### src/rtl/divider_pkg.sv
// Shared constants and types for the programmable clock divider.
package divider_pkg;

  localparam int MIN_DIV     = 2;
  localparam int DEF_DIV_W   = 20;
  localparam int DEF_DIV_VAL = 20;

  typedef enum logic [1:0] {
    LD_READY   = 2'd0,
    LD_PEND    = 2'd1,
    LD_APPLIED = 2'd2
  } load_state_t;

endpackage

### src/rtl/div_channel.sv
// One divider channel: period counter, pending-divisor register and load handshake.
//
// state      | meaning
// LD_READY   | no divisor pending, Ready = 1, Load is accepted
// LD_PEND    | divisor captured, waiting for a wrap (or idle) to apply it
// LD_APPLIED | divisor applied this edge, Ready returns on the next edge
module div_channel
  import divider_pkg::*;
#(
  parameter int DIV_W   = DEF_DIV_W,
  parameter int DEF_DIV = DEF_DIV_VAL
) (
  input  logic             I_CLK,
  input  logic             Rst,
  input  logic [DIV_W-1:0] div_in,
  input  logic             load,
  input  logic             en,
  output logic             ready,
  output logic             o_clk,
  output logic             tick
);

  localparam logic [DIV_W-1:0] RST_DIV = DIV_W'(DEF_DIV);
  localparam logic [DIV_W-1:0] MIN_D   = DIV_W'(MIN_DIV);
  localparam logic [DIV_W-1:0] ONE     = DIV_W'(1);

  load_state_t      state_q, state_d;
  logic [DIV_W-1:0] div_q, div_d;
  logic [DIV_W-1:0] pend_q;
  logic [DIV_W-1:0] cnt_q, cnt_d;
  logic [DIV_W-1:0] half_d;
  logic             active, wrap, apply;
  logic             o_clk_d, tick_d;

  always_ff @(posedge I_CLK or posedge Rst) begin
    if (Rst) begin
      state_q <= LD_READY;
      div_q   <= RST_DIV;
      pend_q  <= RST_DIV;
      cnt_q   <= '0;
      o_clk   <= 1'b0;
      tick    <= 1'b0;
    end else begin
      state_q <= state_d;
      div_q   <= div_d;
      cnt_q   <= cnt_d;
      o_clk   <= o_clk_d;
      tick    <= tick_d;
      if (state_q == LD_READY && load) pend_q <= div_in;
    end
  end

  always_comb begin
    state_d = state_q;
    apply   = 1'b0;
    active  = en && (div_q >= MIN_D);
    wrap    = active && (cnt_q == div_q - ONE);

    case (state_q)
      LD_READY:   if (load) state_d = LD_PEND;
      LD_PEND:    if (!active || wrap) begin
                    apply   = 1'b1;
                    state_d = LD_APPLIED;
                  end
      LD_APPLIED: state_d = LD_READY;
      default:    state_d = LD_READY;
    endcase

    div_d = apply ? pend_q : div_q;
    cnt_d = (!active || wrap) ? '0 : cnt_q + ONE;
    // ceil(D/2) without a wider intermediate, so D = 2^DIV_W - 1 cannot overflow
    half_d  = (div_d >> 1) + {{(DIV_W-1){1'b0}}, div_d[0]};
    o_clk_d = active && (cnt_d >= half_d);
    tick_d  = wrap;
  end

  assign ready = (state_q == LD_READY);

endmodule

### src/rtl/prog_divider.sv
// Multi-channel programmable clock divider; one independent div_channel per channel.
module prog_divider
  import divider_pkg::*;
#(
  parameter int CH      = 2,
  parameter int DIV_W   = DEF_DIV_W,
  parameter int DEF_DIV = DEF_DIV_VAL
) (
  input  logic                I_CLK,
  input  logic                Rst,
  input  logic [CH*DIV_W-1:0] Div_In,
  input  logic [CH-1:0]       Load,
  output logic [CH-1:0]       Ready,
  input  logic [CH-1:0]       En,
  output logic [CH-1:0]       O_CLK,
  output logic [CH-1:0]       Tick
);

  for (genvar g = 0; g < CH; g++) begin : g_ch
    div_channel #(
      .DIV_W  (DIV_W),
      .DEF_DIV(DEF_DIV)
    ) u_ch (
      .I_CLK (I_CLK),
      .Rst   (Rst),
      .div_in(Div_In[g*DIV_W +: DIV_W]),
      .load  (Load[g]),
      .en    (En[g]),
      .ready (Ready[g]),
      .o_clk (O_CLK[g]),
      .tick  (Tick[g])
    );
  end

endmodule

### config.mk
export PLATFORM = sky130hd
export DESIGN_NAME = prog_divider
export DESIGN_NICKNAME = d
export VERILOG_FILES = /design/src/rtl/divider_pkg.sv /design/src/rtl/div_channel.sv /design/src/rtl/prog_divider.sv
export SDC_FILE = /design/constraint.sdc
export NUM_CORES = 1
export LEC_CHECK = 0
export CAP_MARGIN = 0
export CORE_ASPECT_RATIO = 2
export CORE_MARGIN = 2
export CORE_UTILIZATION = 50
export DETAILED_ROUTE_END_ITERATION = 10
export GPL_TIMING_DRIVEN = 0
export PLACE_DENSITY = 0.66
export SYNTH_ARGS = -nofsm -noshare
export SYNTH_HDL_FRONTEND = slang
export SYNTH_SLANG_ARGS = --single-unit
### constraint.sdc
create_clock -name I_CLK -period 7.14 [get_ports I_CLK]
set_input_delay 1.428 -clock I_CLK [delete_from_list [all_inputs] [get_ports I_CLK]]
set_output_delay 1.428 -clock I_CLK [all_outputs]
set_load 0.1 [all_outputs]
==> summary.md, run 1 <==
| Metric | Value |
|---|---|
| Grt met2 use | `a little over half` |
| Psw | `between 1.5 and 2 mW` |
| Final Max Slew Viols | `0` |
| Worst setup SP type | `register` |
| Drt wl/cell | `21.48 um` |
| Prevailing post-synth register cell | `dfrtp_1` |
| WP data required | `around 7.4 ns` |
| Compound-Gate Fraction of Synth Area | `9.756%` |
| Placer congestion estimate | `0.9277` |
| Hold-fix buffers, CTS | `0` |
| CP max FO | `10` |
| Site row count | `between 60 and 70` |
| Routed wire length | `around 26 mm` |
| Status | `complete, no violations` |
| # setup viols final | `0` |
| Die Span X | `between 90 and 100 um` |
| Clock sinks | `roughly 130` |
| Worst Setup End Kind | `register` |
| Switching share of power | `between 40% and 50%` |
| Vias per cell | `~6.0` |
| Simple-gate share of the synthesized area | `a little under 20%` |
| VDD IR max | `264.0 uV` |
| Clock Power Share | `24.7%` |
| Post-route ant nets | `0` |
| Post-CTS Setup Inserts | `0` |
| Synthesized-area fraction occupied by adder cells | `6.959%` |
| Achievable Freq | `146.1 MHz` |
| DR DRC count | `0` |
| Hold_ws | `between 0.5 and 0.6 ns` |
| Net count reported at finish | `around 1100` |
| Final Hold Vio Count | `0` |
| Layout cell share with drive strength beyond 1 | `14.41%` |
| Non-filler cells, final | `roughly 1200` |
| Yosys Warn Count | `0` |
| Seq/Total Area, Yosys | `around 36%` |
| Syn_nets | `about 1000` |
| Post-CTS Resized | `0` |
| Worst skew pair latency | `0.43 ns` |
| Hold Crit Class | `register to register` |
| Largest net degree at the start of global routing | `90` |
| PnR Total Power | `a little under 4 mW` |
| P&R area growth vs syn | `16.37%` |
| Routed via count | `around 7400` |
| Leak | `4.439 nW` |
| Slew margin rel. | `around 7.5%` |
| GRT Total Usage | `roughly 28%` |
| Antenna violations before repair | `0` |
| Sequential share of power | `~31%` |
| Cells after Synth | `between 900 and 1000` |
| Pre-Repair DR Iteration Count | `4` |
| Setup Skew | `roughly 0.0085 ns` |
| Main combinational cell family by area after synthesis | `simple AND/OR/NAND/NOR gates` |
| TritonCTS Buffers | `17` |
| Synthesized area per cell | `between 9 and 10 sq um` |
| Final period util | `around 96%` |
| Max capacitance violation total | `0` |
| Setup Total Neg Slack | `0 ns` |
| Area of the core | `17700 sq um` |
| Cells after DPL | `1201` |
| Multi-input logic area | `approximately 5400 sq um` |
| Reg clk slew, reported paths | `approximately 0.060 ns` |
| DR iter-0 viols | `roughly 280` |
| RSZ-0062 raised after global routing | `false` |
| Pwr per Cell Area | `between 300 and 400 nW/um^2` |
| Distinct cells, synth | `67` |
| Port-buffer cells | `51` |
| Multiplexer share of the synthesized area | `between 10% and 20%` |
| First-pass GRT wire length | `between 40 and 50 mm` |
| WS Path Type | `register to register` |
| Int Pwr | `approximately 2.3 mW` |
| GRT met3 Usage | `between 3 and 4%` |
| Xor-xnor portion of the synthesized cell area | `roughly 12%` |
| EDFF count, synth | `0` |
| N_diodes | `0` |
| CTS tree | `built` |
| Tmin final | `6.846 ns` |
| Reg area | `around 3200 sq um` |
| Die height | `slightly below 200 um` |
| Post-synthesis register bit count | `128` |
| Root Driver | `clkbuf_16` |
| Fill cells | `~1500` |
| Initial Util | `between 50% and 60%` |
| Worst slew pin tran | `roughly 1.4 ns` |
| Hpwl dp | `around 21 mm` |
| Htree depth | `4` |
| Vias in the first global route | `between 7000 and 8000` |
| Logic pwr share | `44.6%` |
| # IOs | `52` |
| Synth Cell Area | `between 8000 and 9000 sq um` |
| Crit path arrival time | `7.10 ns` |
| Met1 Use GR | `between 20% and 30%` |
| Core Util, Final | `between 50% and 60%` |
| Maximum root-to-sink buffer count | `2` |
| Gr busiest metal | `met2` |
| Synth async-reset ratio | `between 90% and 100%` |
| DIE AREA | `19130 sq um` |
| Total global routing overflow | `0` |
[critical path, stage by stage (launching register included)]
cell	delay [ns]
dfrtp_1	0.37
clkbuf_1	0.22
nor4_1	0.82
nand2b_1	0.20
o21a_1	0.21
o21ai_0	0.48
a2111oi_2	0.19
a21oi_2	0.62
buf_4	0.35
inv_1	0.17
o21ai_0	0.34
ha_1	0.21
clkbuf_1	0.37
and2_1	0.30
nand2_1	0.09
nor2_1	0.12
mux2i_1	0.11
nor2_1	0.15
xnor2_1	0.11
ha_1	0.20
a21o_1	0.17
a21o_1	0.17
a21oi_1	0.24
a21oi_1	0.13
nand3_1	0.15
o21ai_0	0.16
[power by group through the flow]
stage | Combinational [mW] | Sequential (mW) | Clock [mW]
6_report | 1.77 | 1.22 | 0.980
5_1_grt | 1.92 | 1.25 | 1.02
4_1_cts | 1.76 | 1.22 | 0.994
3_5_place_dp | 1.75 | 1.23 | 0
3_3_place_gp | 1.73 | 1.22 | 0
2_1_floorplan | 1.32 | 1.13 | 0
[path summary, 6_finish.rpt]
| check | cells after the start | end | slack, ns | from |
|---|---|---|---|---|
| worst max-delay path | 25 | g_ch[0].u_ch.o_clk$_DFF_PP0_ | 0.29 | g_ch[0].u_ch.div_q[3]$_DFF_PP0_ |
| worst min-delay path | 1 | g_ch[0].u_ch.pend_q[1]$_DFFE_PP0P_ | 0.51 | g_ch[0].u_ch.pend_q[1]$_DFFE_PP0P_ |
| worst max register to register | 25 | g_ch[0].u_ch.o_clk$_DFF_PP0_ | 0.29 | g_ch[0].u_ch.div_q[3]$_DFF_PP0_ |
| worst min register to register | 1 | g_ch[0].u_ch.pend_q[1]$_DFFE_PP0P_ | 0.51 | g_ch[0].u_ch.pend_q[1]$_DFFE_PP0P_ |
| max in group asynchronous | 3 | g_ch[0].u_ch.pend_q[2]$_DFFE_PP1P_ | 4.96 | Rst |
| min in group asynchronous | 2 | g_ch[1].u_ch.cnt_q[10]$_DFF_PP0_ | 1.37 | Rst |
[through the flow]
stage | worst slack, ns | area (sq um)
detailed placement | 0.4210 | 9799
finish | 0.2940 | 10460
CTS | 0.3663 | 10460
floorplan | 1.775 | 8990
global route | 0.07668 | 10460
global placement | 0.3310 | 9767
[cells by family (layout without fill, tap and decap cells)]
group	Yosys count	count (layout)
adders and majority gates	50	50
DFF	128	128
buffers and inverters	81	165
and+or+nand+nor	330	330
muxes	93	93
AOI/OAI and AO/OA	126	126
xor gates and xnor gates	128	128
[state kept, by name, summed over array words and instances (netlist names)]
name,count
g_ch.u_ch.cnt_q,40
g_ch.u_ch.o_clk,2
g_ch.u_ch.tick,2
g_ch.u_ch.state_q,4
g_ch.u_ch.pend_q,40
g_ch.u_ch.div_q,40
[layer usage]
layer	wire length (um)	vias to the layer above
li1	-	3484
met3	626	130
met4	2771	0
met1	8258	3530
met5	0	-
met2	14830	216
[cell usage in the layout, fill, tap and decap left out, types with 39 or more instances in the layout]
cell | Yosys | layout
xor2_1 | 62 | 62
dfrtp_1 | 120 | 120
clkbuf_1 | 39 | 39
xnor2_1 | 66 | 66
nand2_1 | 56 | 56
mux2_2 | 68 | 68
clkdlybuf4s50_1 | 0 | 51
ha_1 | 50 | 50
nor2_1 | 84 | 84
nand3_1 | 44 | 44
[final cells by class]
type	instances	area share, %
Multi-Input combinational cell	727	51.45
Sequential cell	128	30.71
Timing Repair Buffer	52	5.143
Clock buffer	19	4.330
Buffer	60	3.014
Tap cell	213	2.548
Clock inverter	13	1.997
Inverter	21	0.8013
[synthesized netlist by cell type (all sizes together), types with 5 or more instances]
library cell,count,area (sq um)
o211ai,6,45.04
buf,21,168.9
nand4,32,200.2
inv,21,78.83
xor2,62,543.0
a21oi,28,155.2
or4,7,56.30
ha,50,625.6
nor2,84,315.3
and3,30,187.7
o21ai,23,115.1
clkbuf,39,146.4
and2,7,43.79
xnor2,66,578.1
nand2,56,210.2
dfrtp,120,3003
nor3,21,105.1
dfstp,8,210.2
nand2b,11,68.82
a211o,5,43.79
nand3,44,220.2
a21o,22,165.2
mux2i,22,220.2
nor4,14,136.4
a31oi,6,37.54
mux2,71,810.8
Note: power is estimated with default switching activity, not from simulation.
==> run 2, diff against run 1 <==
--- a/config.mk
+++ b/config.mk
@@ -5,13 +5,15 @@
 export SDC_FILE = /design/constraint.sdc
 export NUM_CORES = 1
 export LEC_CHECK = 0
+export ABC_AREA = 1
 export CAP_MARGIN = 0
 export CORE_ASPECT_RATIO = 2
 export CORE_MARGIN = 2
-export CORE_UTILIZATION = 50
+export CORE_UTILIZATION = 60
+export CTS_CLUSTER_DIAMETER = 40
 export DETAILED_ROUTE_END_ITERATION = 10
 export GPL_TIMING_DRIVEN = 0
-export PLACE_DENSITY = 0.66
+export PLACE_DENSITY = 0.77
 export SYNTH_ARGS = -nofsm -noshare
 export SYNTH_HDL_FRONTEND = slang
 export SYNTH_SLANG_ARGS = --single-unit
==> summary.md, run 2 <==
| Metric | Value |
|---|---|
| DR DRC count | `0 (unchanged)` |
| RSZ-0062 raised after global routing | `false (unchanged)` |
| Hold_ws | `0.4874 ns (was 0.5085 ns)` |
| Die Span X | `91.86 um (was 98.82 um)` |
| WP data required | `7.46 ns (was 7.40 ns)` |
| Non-filler cells, final | `1583 (was 1233)` |
| Root Driver | `clkbuf_16 (unchanged)` |
| Synthesized area per cell | `7.121 sq um (was 9.605 sq um)` |
| Hpwl dp | `21.21 mm (was 20.90 mm)` |
| Synth async-reset ratio | `100.0% (unchanged)` |
| Distinct cells, synth | `44 (was 67)` |
| Seq/Total Area, Yosys | `34.68% (was 35.74%)` |
| Setup Total Neg Slack | `0 ns (unchanged)` |
| Design area | `10610 sq um (was 10460 sq um)` |
| Htree depth | `4 (unchanged)` |
| Post-synthesis register bit count | `128 (unchanged)` |
| Max capacitance violation total | `0 (unchanged)` |
| Cells after Synth | `1301 (was 936)` |
| Pre-Repair DR Iteration Count | `5 (was 4)` |
| # setup viols final | `0 (unchanged)` |
| Syn_nets | `1397 (was 1032)` |
| Top cell type by total area after synthesis | `dfrtp_1 (unchanged)` |
| GRT Total Usage | `33.30% (was 28.38%)` |
| Area of the core | `15210 sq um (was 17700 sq um)` |
| Cells after DPL | `1551 (was 1201)` |
| Post-route ant nets | `0 (unchanged)` |
| Vias per cell | `5.365 (was 5.969)` |
| CP max FO | `10 (unchanged)` |
| TritonCTS Buffers | `17 (unchanged)` |
| First-pass GRT wire length | `41.90 mm (was 41.57 mm)` |
| Drt wl/cell | `16.48 um (was 21.48 um)` |
| CTS tree | `built (unchanged)` |
| Final worst setup slack | `1.361 ns (was 0.2940 ns)` |
| Status | `complete, no violations (unchanged)` |
| WL met3 | `794 um (was 626 um)` |
| Post-CTS Setup Inserts | `0 (unchanged)` |
| Reg clk slew, reported paths | `0.06 ns (about the same)` |
| Worst path max stage delay | `0.45 ns (was 0.82 ns)` |
| Top flop regs | `g_ch.u_ch.cnt_q x40, g_ch.u_ch.div_q x40, g_ch.u_ch.pend_q x40 (unchanged)` |
| Site row count | `64 (was 69)` |
| Port-buffer cells | `51 (unchanged)` |
| Most used cell, CP | `nand2_1 (was o21ai_0)` |
| Hold-fix buffers, CTS | `0 (unchanged)` |
| DIE AREA | `16510 sq um (was 19130 sq um)` |
| Most frequent cell after synthesis | `nand2_1 (was dfrtp_1)` |
| Achievable Freq | `173.0 MHz (was 146.1 MHz)` |
| Crit path arrival time | `6.10 ns (was 7.10 ns)` |
| Prevailing post-synth register cell | `dfrtp_1 (unchanged)` |
| Worst Setup End Kind | `register (unchanged)` |
| Yosys Warn Count | `0 (unchanged)` |
| Worst skew pair latency | `0.43 ns (about the same)` |
| Placer congestion estimate | `1.000 (was 0.9277)` |
| Total global routing overflow | `0 (unchanged)` |
| # IOs | `52 (unchanged)` |
| P&R area growth vs syn | `14.53% (was 16.37%)` |
| DR iter-0 viols | `330 (was 275)` |
| Yosys top cell area share | `32.41% (was 33.40%)` |
| Most common cell after layout, fill and taps aside | `nand2_1 (was dfrtp_1)` |
| Slew margin rel. | `28.50% (was 7.520%)` |
| Die height | `179.7 um (was 193.6 um)` |
| Top sig layer | `met4 (unchanged)` |
| Antenna violations before repair | `0 (unchanged)` |
| Largest net degree at the start of global routing | `78 (was 90)` |
| Most frequent cells in the layout | `354 x nand2_1, 182 x nor2_1, 173 x inv_1, 120 x dfrtp_1, 81 x nand3_1 (was 120 x dfrtp_1, 84 x nor2_1, 68 x mux2_2, 66 x xnor2_1, 62 x xor2_1)` |
| Clock sinks | `128 (unchanged)` |
| Pwr per Cell Area | `353.2 nW/um^2 (was 379.7 nW/um^2)` |
| Initial Util | `60.89% (was 50.80%)` |
| Hold Crit Class | `register to register (unchanged)` |
| Worst path slowest cell | `dfrtp_1 (was nor4_1)` |
| WS Path Type | `register to register (unchanged)` |
| Layout cell share with drive strength beyond 1 | `9.603% (was 14.41%)` |
| Routed wl met2 | `14.55 mm (was 14.83 mm)` |
| Top post-synthesis cells by count | `354 x nand2_1, 182 x nor2_1, 174 x inv_1 (was 120 x dfrtp_1, 84 x nor2_1, 68 x mux2_2)` |
| Maximum root-to-sink buffer count | `2 (unchanged)` |
| Synth Cell Area | `9264 sq um (was 8990 sq um)` |
| Dpl cell area | `10050 sq um (was 9799 sq um)` |
| Placement Setup Slack | `1.455 ns (was 0.4210 ns)` |
| Routed wire length | `26.08 mm (was 26.49 mm)` |
| Final period util | `80.94% (was 95.88%)` |
| Final Max Slew Viols | `0 (unchanged)` |
| Net count reported at finish | `1468 (was 1103)` |
| VDD IR max | `247.0 uV (was 264.0 uV)` |
| Tmin final | `5.779 ns (was 6.846 ns)` |
| DRT met1 WL | `7.921 mm (was 8.258 mm)` |
| Vias in the first global route | `8787 (was 7861)` |
| Post-CTS Resized | `0 (unchanged)` |
| Core Util, Final | `69.74% (was 59.11%)` |
| Setup Skew | `0.007224 ns (was 0.008474 ns)` |
| PnR Total Power | `3.748 mW (was 3.972 mW)` |
| Routed via count | `8493 (was 7360)` |
| N_diodes | `0 (unchanged)` |
| Final Hold Vio Count | `0 (unchanged)` |
| EDFF count, synth | `0 (unchanged)` |
| Worst slew pin tran | `1.063 ns (was 1.369 ns)` |
| Leak | `5.371 nW (was 4.439 nW)` |
| Largest cells by area after synthesis | `dfrtp_1 32%, nand2_1 14%, nor2_1 7.4% (was dfrtp_1 33%, mux2_2 8.5%, ha_1 7.0%)` |
| Worst setup SP type | `register (unchanged)` |
[run 2: cell types whose count changed in the layout (fill, tap and decap cells not counted), sizes merged, moves of 22 or more]
cell | before | now
xnor2 | 66 | 22
inv | 22 | 176
nor2 | 84 | 210
mux2 | 71 | 17
clkbuf | 58 | 31
a21oi | 28 | 53
nand2 | 56 | 375
mux2i | 22 | 0
nand3 | 44 | 85
xor2 | 62 | 35
and3 | 30 | 1
[run 2: report_power, final]
part | internal (mW) | leakage (nW) | switching (mW)
logic | 0.602 | 3.54 | 1.14
registers | 0.953 | 1.56 | 0.216
clock network | 0.507 | 0.272 | 0.327
[run 2: per-layer routing]
metal	track usage [%]	vias to the layer above
met4	30.93	0
met2	64.65	236
met5	0	-
met1	27.00	3863
li1	-	4262
met3	4.443	132
[run 2: path summary, 6_finish.rpt]
check	startpoint	endpoint	slack, ns	depth (start not counted)
hold reg to reg	g_ch[0].u_ch.pend_q[4]$_DFFE_PP1P_	g_ch[0].u_ch.pend_q[4]$_DFFE_PP1P_	0.49	2
hold / removal	g_ch[0].u_ch.pend_q[4]$_DFFE_PP1P_	g_ch[0].u_ch.pend_q[4]$_DFFE_PP1P_	0.49	2
max in group asynchronous	Rst	g_ch[1].u_ch.pend_q[18]$_DFFE_PP0P_	4.94	3
min in group asynchronous	Rst	g_ch[1].u_ch.div_q[3]$_DFF_PP0_	1.43	2
setup reg to reg	g_ch[0].u_ch.div_q[6]$_DFF_PP0_	g_ch[0].u_ch.o_clk$_DFF_PP0_	1.36	29
setup / recovery	g_ch[0].u_ch.div_q[6]$_DFF_PP0_	g_ch[0].u_ch.o_clk$_DFF_PP0_	1.36	29
[run 2: cell families after synthesis]
family / Yosys count / synth area share (%)
flops: 128 / 34.68
mux: 17 / 2.066
simple gates: 740 / 35.64
fa+ha+maj: 50 / 6.753
compound gates: 103 / 6.226
buf+inv: 206 / 9.238
xor+xnor: 57 / 5.389
[run 2: cell type report]
cell class / count / area [sq um]
Multi-Input combinational cell: 967 / 5195
Fill cell: 1316 / 4604
Sequential cell: 128 / 3213
Inverter: 176 / 665.6
Timing Repair Buffer: 52 / 538.0
Clock buffer: 19 / 432.9
Tap cell: 198 / 247.7
Buffer: 30 / 195.2
Clock inverter: 13 / 122.6
[run 2: critical path: cells and delay by family (launching register included)]
family	cells	cell delay [ns]
fa+ha+maj	2	0.66
xor+xnor	1	0.20
buf+inv	3	0.51
simple gates	16	2.55
compound gates	7	1.28
flops	1	0.45
